File: src/rtl/alarm_code_sender_if.sv
// rtl/alarm_code_sender_if.sv - code/strobe/response signal bundle between controller and alarm_code_sender
interface alarm_code_sender_if #(
  parameter int CODE_W = 4
);
  logic              start;
  logic [CODE_W-1:0] code;
  logic              Y;
  logic              in;
  logic              s;
  logic              busy;
  logic              done;
  logic              match;

  modport master (
    output start, code, Y,
    input  in, s, busy, done, match
  );

  modport slave (
    input  start, code, Y,
    output in, s, busy, done, match
  );
endinterface

File: src/rtl/alarm_code_sender.sv
// rtl/alarm_code_sender.sv - serial code sender with strobe timing and unlock-response wait
// Optional macro ALARM_SENDER_PARITY_EN appends an even-parity bit after the code bits.
module alarm_code_sender #(
  parameter int CODE_W    = 4,
  parameter int STROBE_HI = 2,
  parameter int GAP       = 2,
  parameter int TIMEOUT   = 8
) (
  input  logic               clk,
  input  logic               rst,
  alarm_code_sender_if.slave bus
);

`ifdef ALARM_SENDER_PARITY_EN
  localparam int NBITS = CODE_W + 1;
`else
  localparam int NBITS = CODE_W;
`endif

  localparam int BIT_W = (NBITS > 1) ? $clog2(NBITS) : 1;
  localparam int STR_W = $clog2(STROBE_HI + 1);
  localparam int GAP_W = $clog2(GAP + 1);
  localparam int TO_W  = $clog2(TIMEOUT + 1);

  typedef enum logic [2:0] {
    S_IDLE,
    S_SETUP,
    S_STROBE,
    S_GAP,
    S_WAIT_Y,
    S_FIN
  } state_t;

  state_t            state;
  logic [NBITS-1:0]  frame;
  logic [NBITS-1:0]  frame_load;
  logic [NBITS-1:0]  frame_nx;
  logic [BIT_W-1:0]  bit_cnt;
  logic [STR_W-1:0]  str_cnt;
  logic [GAP_W-1:0]  gap_cnt;
  logic [TO_W-1:0]   to_cnt;

`ifdef ALARM_SENDER_PARITY_EN
  assign frame_load = {bus.code, ^bus.code};
`else
  assign frame_load = bus.code;
`endif

  // Current bit always sits in the frame MSB; shifting exposes the next one.
  assign frame_nx = frame << 1;

  always_ff @(posedge clk) begin
    if (!rst) begin
      state     <= S_IDLE;
      frame     <= '0;
      bit_cnt   <= '0;
      str_cnt   <= '0;
      gap_cnt   <= '0;
      to_cnt    <= '0;
      bus.in    <= 1'b0;
      bus.s     <= 1'b0;
      bus.busy  <= 1'b0;
      bus.done  <= 1'b0;
      bus.match <= 1'b0;
    end else begin
      case (state)
        S_IDLE: begin
          if (bus.start) begin
            frame     <= frame_load;
            bit_cnt   <= '0;
            bus.in    <= frame_load[NBITS-1];
            bus.s     <= 1'b0;
            bus.busy  <= 1'b1;
            bus.match <= 1'b0;
            state     <= S_SETUP;
          end
        end
        S_SETUP: begin
          bus.s   <= 1'b1;
          str_cnt <= STR_W'(1);
          state   <= S_STROBE;
        end
        S_STROBE: begin
          if (str_cnt == STR_W'(STROBE_HI)) begin
            bus.s   <= 1'b0;
            gap_cnt <= GAP_W'(1);
            state   <= S_GAP;
          end else begin
            str_cnt <= str_cnt + STR_W'(1);
          end
        end
        S_GAP: begin
          if (gap_cnt == GAP_W'(GAP)) begin
            if (bit_cnt == BIT_W'(NBITS - 1)) begin
              bus.in <= 1'b0;
              to_cnt <= TO_W'(1);
              state  <= S_WAIT_Y;
            end else begin
              frame   <= frame_nx;
              bus.in  <= frame_nx[NBITS-1];
              bit_cnt <= bit_cnt + BIT_W'(1);
              state   <= S_SETUP;
            end
          end else begin
            gap_cnt <= gap_cnt + GAP_W'(1);
          end
        end
        S_WAIT_Y: begin
          // Y is checked before the timeout so a response on the final cycle still counts.
          if (bus.Y) begin
            bus.match <= 1'b1;
            bus.done  <= 1'b1;
            state     <= S_FIN;
          end else if (to_cnt == TO_W'(TIMEOUT)) begin
            bus.match <= 1'b0;
            bus.done  <= 1'b1;
            state     <= S_FIN;
          end else begin
            to_cnt <= to_cnt + TO_W'(1);
          end
        end
        S_FIN: begin
          bus.done <= 1'b0;
          bus.busy <= 1'b0;
          state    <= S_IDLE;
        end
        default: begin
          state <= S_IDLE;
        end
      endcase
    end
  end

endmodule

File: src/flat_wrapper.sv
// flat-port wrapper written by rule: the top's interface ports become plain ports
module alarm_code_sender_flat 
#(
  parameter int CODE_W    = 4,
  parameter int STROBE_HI = 2,
  parameter int GAP       = 2,
  parameter int TIMEOUT   = 8
)
  (clk, rst, bus_start, bus_code, bus_Y, bus_in, bus_s, bus_busy, bus_done, bus_match);
  alarm_code_sender_if #(.CODE_W(CODE_W)) bus_i ();
  input  logic clk;
  input  logic rst;
  input wire logic [$bits(bus_i.start)-1:0] bus_start;
  input wire logic [$bits(bus_i.code)-1:0] bus_code;
  input wire logic [$bits(bus_i.Y)-1:0] bus_Y;
  output wire logic [$bits(bus_i.in)-1:0] bus_in;
  output wire logic [$bits(bus_i.s)-1:0] bus_s;
  output wire logic [$bits(bus_i.busy)-1:0] bus_busy;
  output wire logic [$bits(bus_i.done)-1:0] bus_done;
  output wire logic [$bits(bus_i.match)-1:0] bus_match;
  assign bus_i.start = bus_start;
  assign bus_i.code = bus_code;
  assign bus_i.Y = bus_Y;
  assign bus_in = bus_i.in;
  assign bus_s = bus_i.s;
  assign bus_busy = bus_i.busy;
  assign bus_done = bus_i.done;
  assign bus_match = bus_i.match;
  alarm_code_sender #(.CODE_W(CODE_W), .STROBE_HI(STROBE_HI), .GAP(GAP), .TIMEOUT(TIMEOUT)) u_core (.clk(clk), .rst(rst), .bus(bus_i));
endmodule
File: config.mk
export PLATFORM = sky130hd
export DESIGN_NAME = alarm_code_sender_flat
export DESIGN_NICKNAME = d
export VERILOG_FILES = /design/src/rtl/alarm_code_sender_if.sv /design/src/rtl/alarm_code_sender.sv /design/src/flat_wrapper.sv
export SDC_FILE = /design/constraint.sdc
export NUM_CORES = 1
export LEC_CHECK = 0
export CAP_MARGIN = 10
export CORE_MARGIN = 2
export CORE_UTILIZATION = 46
export DETAILED_ROUTE_END_ITERATION = 6
export GPL_TIMING_DRIVEN = 0
export PLACE_DENSITY_LB_ADDON = 0.25
export SKIP_CTS_REPAIR_TIMING = 1
export SLEW_MARGIN = 20
export SYNTH_ARGS = -nofsm -noshare
export SYNTH_HDL_FRONTEND = slang
export SYNTH_SLANG_ARGS = --single-unit
export TNS_END_PERCENT = 100
File: constraint.sdc
create_clock -name clk -period 1.71 [get_ports clk]
set_input_delay 0.342 -clock clk [delete_from_list [all_inputs] [get_ports clk]]
set_output_delay 0.342 -clock clk [all_outputs]
set_load 0.03 [all_outputs]
==> metrics.sh, run 1 <==
STATUS='finished clean'
CP_DATA_ARRIVAL_TIME_PS=1900
LEAKAGEPOWER_nW=0.5773
CTS_H_TREE_DEPTH=1
TIMING.FINAL.CRIT_SHARE_PCT=96.48
FP.DIEW_UM=53.31
REPORT.FINAL.HOLD_VIOL_COUNT=0
GR-MAX-USAGE-LAYER='met2'
GLOBAL_ROUTE.USAGE.MET1_PCT=24.31
GR-USAGE-ALL-LAYERS_PCT=20.05
FINAL.SETUP.WORST_SLACK_PS=60.17
SYNTH_NETS=151
DRIVE_ABOVE_1_SHARE_PCT=11.11
ANT_NETS=0
CTS-ROOT-TO-SINK-BUFFERS=2
NUMBER_OF_SINKS_DRIVEN_BY_THE_CLOCK_TREE=21
USE_MET2_PCT=35.39
FP.DIEAREA_UM2=2842
MAXCLOCKFREQUENCY_GHz=0.6061
CLKSLEWWORSTSETUPHOLDPATHS_PS=130
FINALCLOCKSKEW_PS=9.788
TIMING.HOLD.WORST.START='rst'
PATH_CELLS='inv_1 > ha_4 > and3_1 > nand3_2 > a2111o_1 > a31oi_1'
POST-SYNTH-TOP-COUNT-CELL='sky130_fd_sc_hd__dfxtp_1'
HOLDCRITPATHCLASS='input port to flip-flop'
SYNTH-SEQ-AREA-SHARE_PCT=37.58
REGTOREGSETUPSLACK_PS=60
IR_DROP_uV=436.8
CTSROOTBUFFERMASTER='sky130_fd_sc_hd__clkbuf_4'
CP.REQUIRED_PS=1960
MEASURED_SLEW_AT_THE_WORST_SLEW_CHECK_PIN_PS=487.3
COUNT_OF_FILL_CELLS_ADDED_DURING_FILLER_INSERTION=224
FINAL_NET_COUNT=167
HOLD-PATH-ENDPOINT='u_core.to_cnt[0]'
SYNTH.TOP_CELLS.BY_AREA='sky130_fd_sc_hd__dfxtp_1 (38%), sky130_fd_sc_hd__ha_1 (5.6%), sky130_fd_sc_hd__a21oi_1 (5.4%)'
DIE_HEIGHT_UM=53.31
DRT_DRC_VIOLATIONS_LEFT=0
SYNTH_ENABLE_FLOP_CELLS=0
CP_SLOWEST_CELL='sky130_fd_sc_hd__a2111o_1'
OVERFLOW=0
GLOBAL_ROUTE_WIRE_LENGTH_BEFORE_REPAIR_UM=4222
VIAS=1051
ANTENNA_FOUND_INITIAL=0
SYNTH.CELLS.MOST_FREQUENT='sky130_fd_sc_hd__dfxtp_1 (21), sky130_fd_sc_hd__a21oi_1 (12), sky130_fd_sc_hd__nor2_1 (12)'
SYNTH_FLOP_CELL='sky130_fd_sc_hd__dfxtp_1'
WORSTSETUPPATHTYPE='flip-flop to flip-flop'
DESIGN.CORE.AREA_UM2=2255
CRITICAL_PATH_PEAK_FANOUT=8
TIMING.FINAL.MAX_SLEW_VIOLATIONS=0
SYNTH.FF_LATCH_COUNT=21
CRITICAL_PATH.REG2REG.STARTPOINT='u_core.gap_cnt[0]'
MET3_USAGE_PCT=5.932
VIASPERCELL=5.807
R2R_END='u_core.to_cnt[3]'
FP-ROW-COUNT=17
MIN_PERIOD_PS=1650
SYNTH.AVG_CELL_AREA_UM2=8.106
TIMING.HOLD.WS_PS=397.4
POWER_PER_UNIT_OF_STANDARD_CELL_AREA_nW_PER_UM2=733.1
CP-END-KIND='flip-flop'
FIRST_ITER_VIOLATIONS=16
DRT_WL_TOTAL_UM=2498
CTS_TREE='built'
IO_BUFFERS=11
POWER_W=0.0009916
CLK_LATENCY_PS=320
YS_TYPES=40
POST_DP_CELL_AREA_UM2=1264
ANTENNA_DIODE_INSTANCE_COUNT=0
NETLIST.TOP_CELL.BY_AREA='sky130_fd_sc_hd__dfxtp_1'
PLACE.GP.CONGESTION=0.8814
YOSYS.AREA.TOP_TYPE_SHARE_PCT=37.58
DRT_PASS1_ITERATIONS=4
FIRST_GLOBAL_VIAS=951
GRT_START_MAX_NET_PINS=14
DRV.MAX_CAP_VIOLATION_COUNT=0
BOUNDARYPINS=13
CP-START-KIND='flip-flop'
PLACE.DETAILED.HPWL_UM=1825
SYNTHESIS.INSTANCES=138
INITIAL_UTILIZATION_PCT=49.61
WORST_R2R_PATH_DEPTH=6
CRIT_PATH_MAX_INCR_DELAY_PS=440
WORST_SLEW_MARGIN_REL_PCT=67.52
AVGROUTEDWIREPERCELL_UM=13.80
FINAL_CELL_AREA_UM2=1353
YS.WARNINGS.COUNT=0
SYNTH.CELL_AREA_UM2=1119
LAYOUT-AREA-OVERHEAD-VS-SYNTH_PCT=20.92
PRECTSSETUPSLACK_PS=-448.1
SETUP_VIOL=0
SYNTHARSTFLOPSHARE_PCT=0
MIN_PATH_CELLS=2
CTS_MADE_BUFFERS=3
-- power breakdown --
part	total [W]	internal, W	switching (W)	leakage (nW)
clock network	0.000252	0.0000894	0.000162	0.0139
registers	0.000531	0.000515	0.0000160	0.172
logic	0.000209	0.0000895	0.000120	0.391
total	0.000992	0.000693	0.000298	0.577
-- worst max-delay path by stage --
stage	endpoint	cells past startpoint	startpoint	slack [ps]
detailed placement	u_core.frame[1]	5	bus_start	-450
floorplan	u_core.to_cnt[3]	6	u_core.gap_cnt[0]	130
finish	u_core.to_cnt[3]	6	u_core.gap_cnt[0]	60
CTS	u_core.frame[1]	5	bus_start	-120
global route	u_core.to_cnt[3]	6	u_core.gap_cnt[0]	-10
global placement	u_core.frame[1]	5	bus_start	-450
-- kinds of logic (layout without fill, tap and decap cells) --
family / count (synthesis) / in the layout / synth area share, %
compound gates: 40 / 40 / 23.16
fa+ha+maj: 5 / 5 / 5.593
buf+inv: 15 / 30 / 5.257
flops: 21 / 21 / 37.58
mux: 4 / 4 / 3.691
simple gates: 53 / 53 / 24.72
-- sequential cells by signal (all words and copies together), names as in the netlist --
register / count
u_core.to_cnt: 4
u_core.frame: 3
u_core.state: 3
u_core.bit_cnt: 2
u_core.gap_cnt: 2
u_core.str_cnt: 2
u_core.bus.busy: 1
u_core.bus.done: 1
u_core.bus.in: 1
u_core.bus.match: 1
u_core.bus.s: 1
-- critical path, delay by kind of cell (launching register included) --
kind                       cells  cell delay, ps
DFF                            1             340
and+or+nand+nor                2             370
buffers and inverters          1             110
AOI/OAI and AO/OA              2             600
adders and majority gates      1             190
-- per-stage QoR --
stage | utilization, % | cells | setup TNS (ps)
6_report | 59.99 | 181 | 0
5_1_grt | 59.99 | 181 | -11.47
4_1_cts | 57.38 | 181 | -472.9
3_5_place_dp | 56.05 | 177 | -1991
3_3_place_gp | 56.05 | 177 | -1944
2_1_floorplan | - | 138 | 0
-- area by class of cell --
cell class / count / area (µm²) / area share, %
Multi-Input combinational cell: 102 / 679.4 / 50.23
Sequential cell: 21 / 424.2 / 31.36
Timing Repair Buffer: 11 / 122.6 / 9.066
Tap cell: 28 / 35.03 / 2.590
Buffer: 7 / 31.28 / 2.313
Inverter: 8 / 30.03 / 2.220
Clock buffer: 3 / 22.52 / 1.665
Clock inverter: 1 / 7.507 / 0.5550
-- layout by cell type, fill, tap and decap left out, drive strengths merged, types with 2 or more instances in the layout --
| master | netlist | routed |
|---|---|---|
| a211oi | 3 | 3 |
| or3b | 2 | 2 |
| a21oi | 12 | 12 |
| a221oi | 2 | 2 |
| nor3 | 2 | 2 |
| dfxtp | 21 | 21 |
| nand3b | 3 | 3 |
| clkbuf | 4 | 8 |
| a31oi | 2 | 2 |
| nand3 | 10 | 10 |
| buf | 3 | 2 |
| inv | 8 | 8 |
| clkdlybuf4s50 | 0 | 6 |
| o21ai | 9 | 9 |
| dlymetal6s2s | 0 | 5 |
| nor2 | 12 | 12 |
| ha | 5 | 5 |
| mux2i | 3 | 3 |
| nand2 | 10 | 10 |
| nor2b | 4 | 4 |
| o31ai | 2 | 2 |
| nand4 | 3 | 3 |
-- metal layers --
layer	wire length, µm	part of all wire [%]	vias up
li1	-	-	533
met1	1146	46	508
met2	1274	51	8
met3	65	2.6	2
met4	12	0.48	0
met5	0	0	-
Power figures use the tool's default switching activity.
==> run 2, diff against run 1 <==
==> constraint.sdc (replaced) <==
create_clock -name clk -period 1.71 [get_ports clk]
set_input_delay 0.342 -clock clk [delete_from_list [all_inputs] [get_ports clk]]
set_output_delay 0.342 -clock clk [all_outputs]
set_load 0.05 [all_outputs]
==> results of run 2 <==
Same layout as run 1 (identical final DEF). Status: finished clean.
Among the figures that moved: total power 0.0009916 W -> 0.001004 W
==> run 3, diff against run 2 <==
--- a/config.mk
+++ b/config.mk
@@ -5,7 +5,6 @@
 export SDC_FILE = /design/constraint.sdc
 export NUM_CORES = 1
 export LEC_CHECK = 0
-export CAP_MARGIN = 10
 export CORE_MARGIN = 2
 export CORE_UTILIZATION = 46
 export DETAILED_ROUTE_END_ITERATION = 6
==> results of run 3 <==
Same layout as run 1 (identical final DEF). Status: finished clean.
Among the figures that moved: total power 0.0009916 W -> 0.001004 W
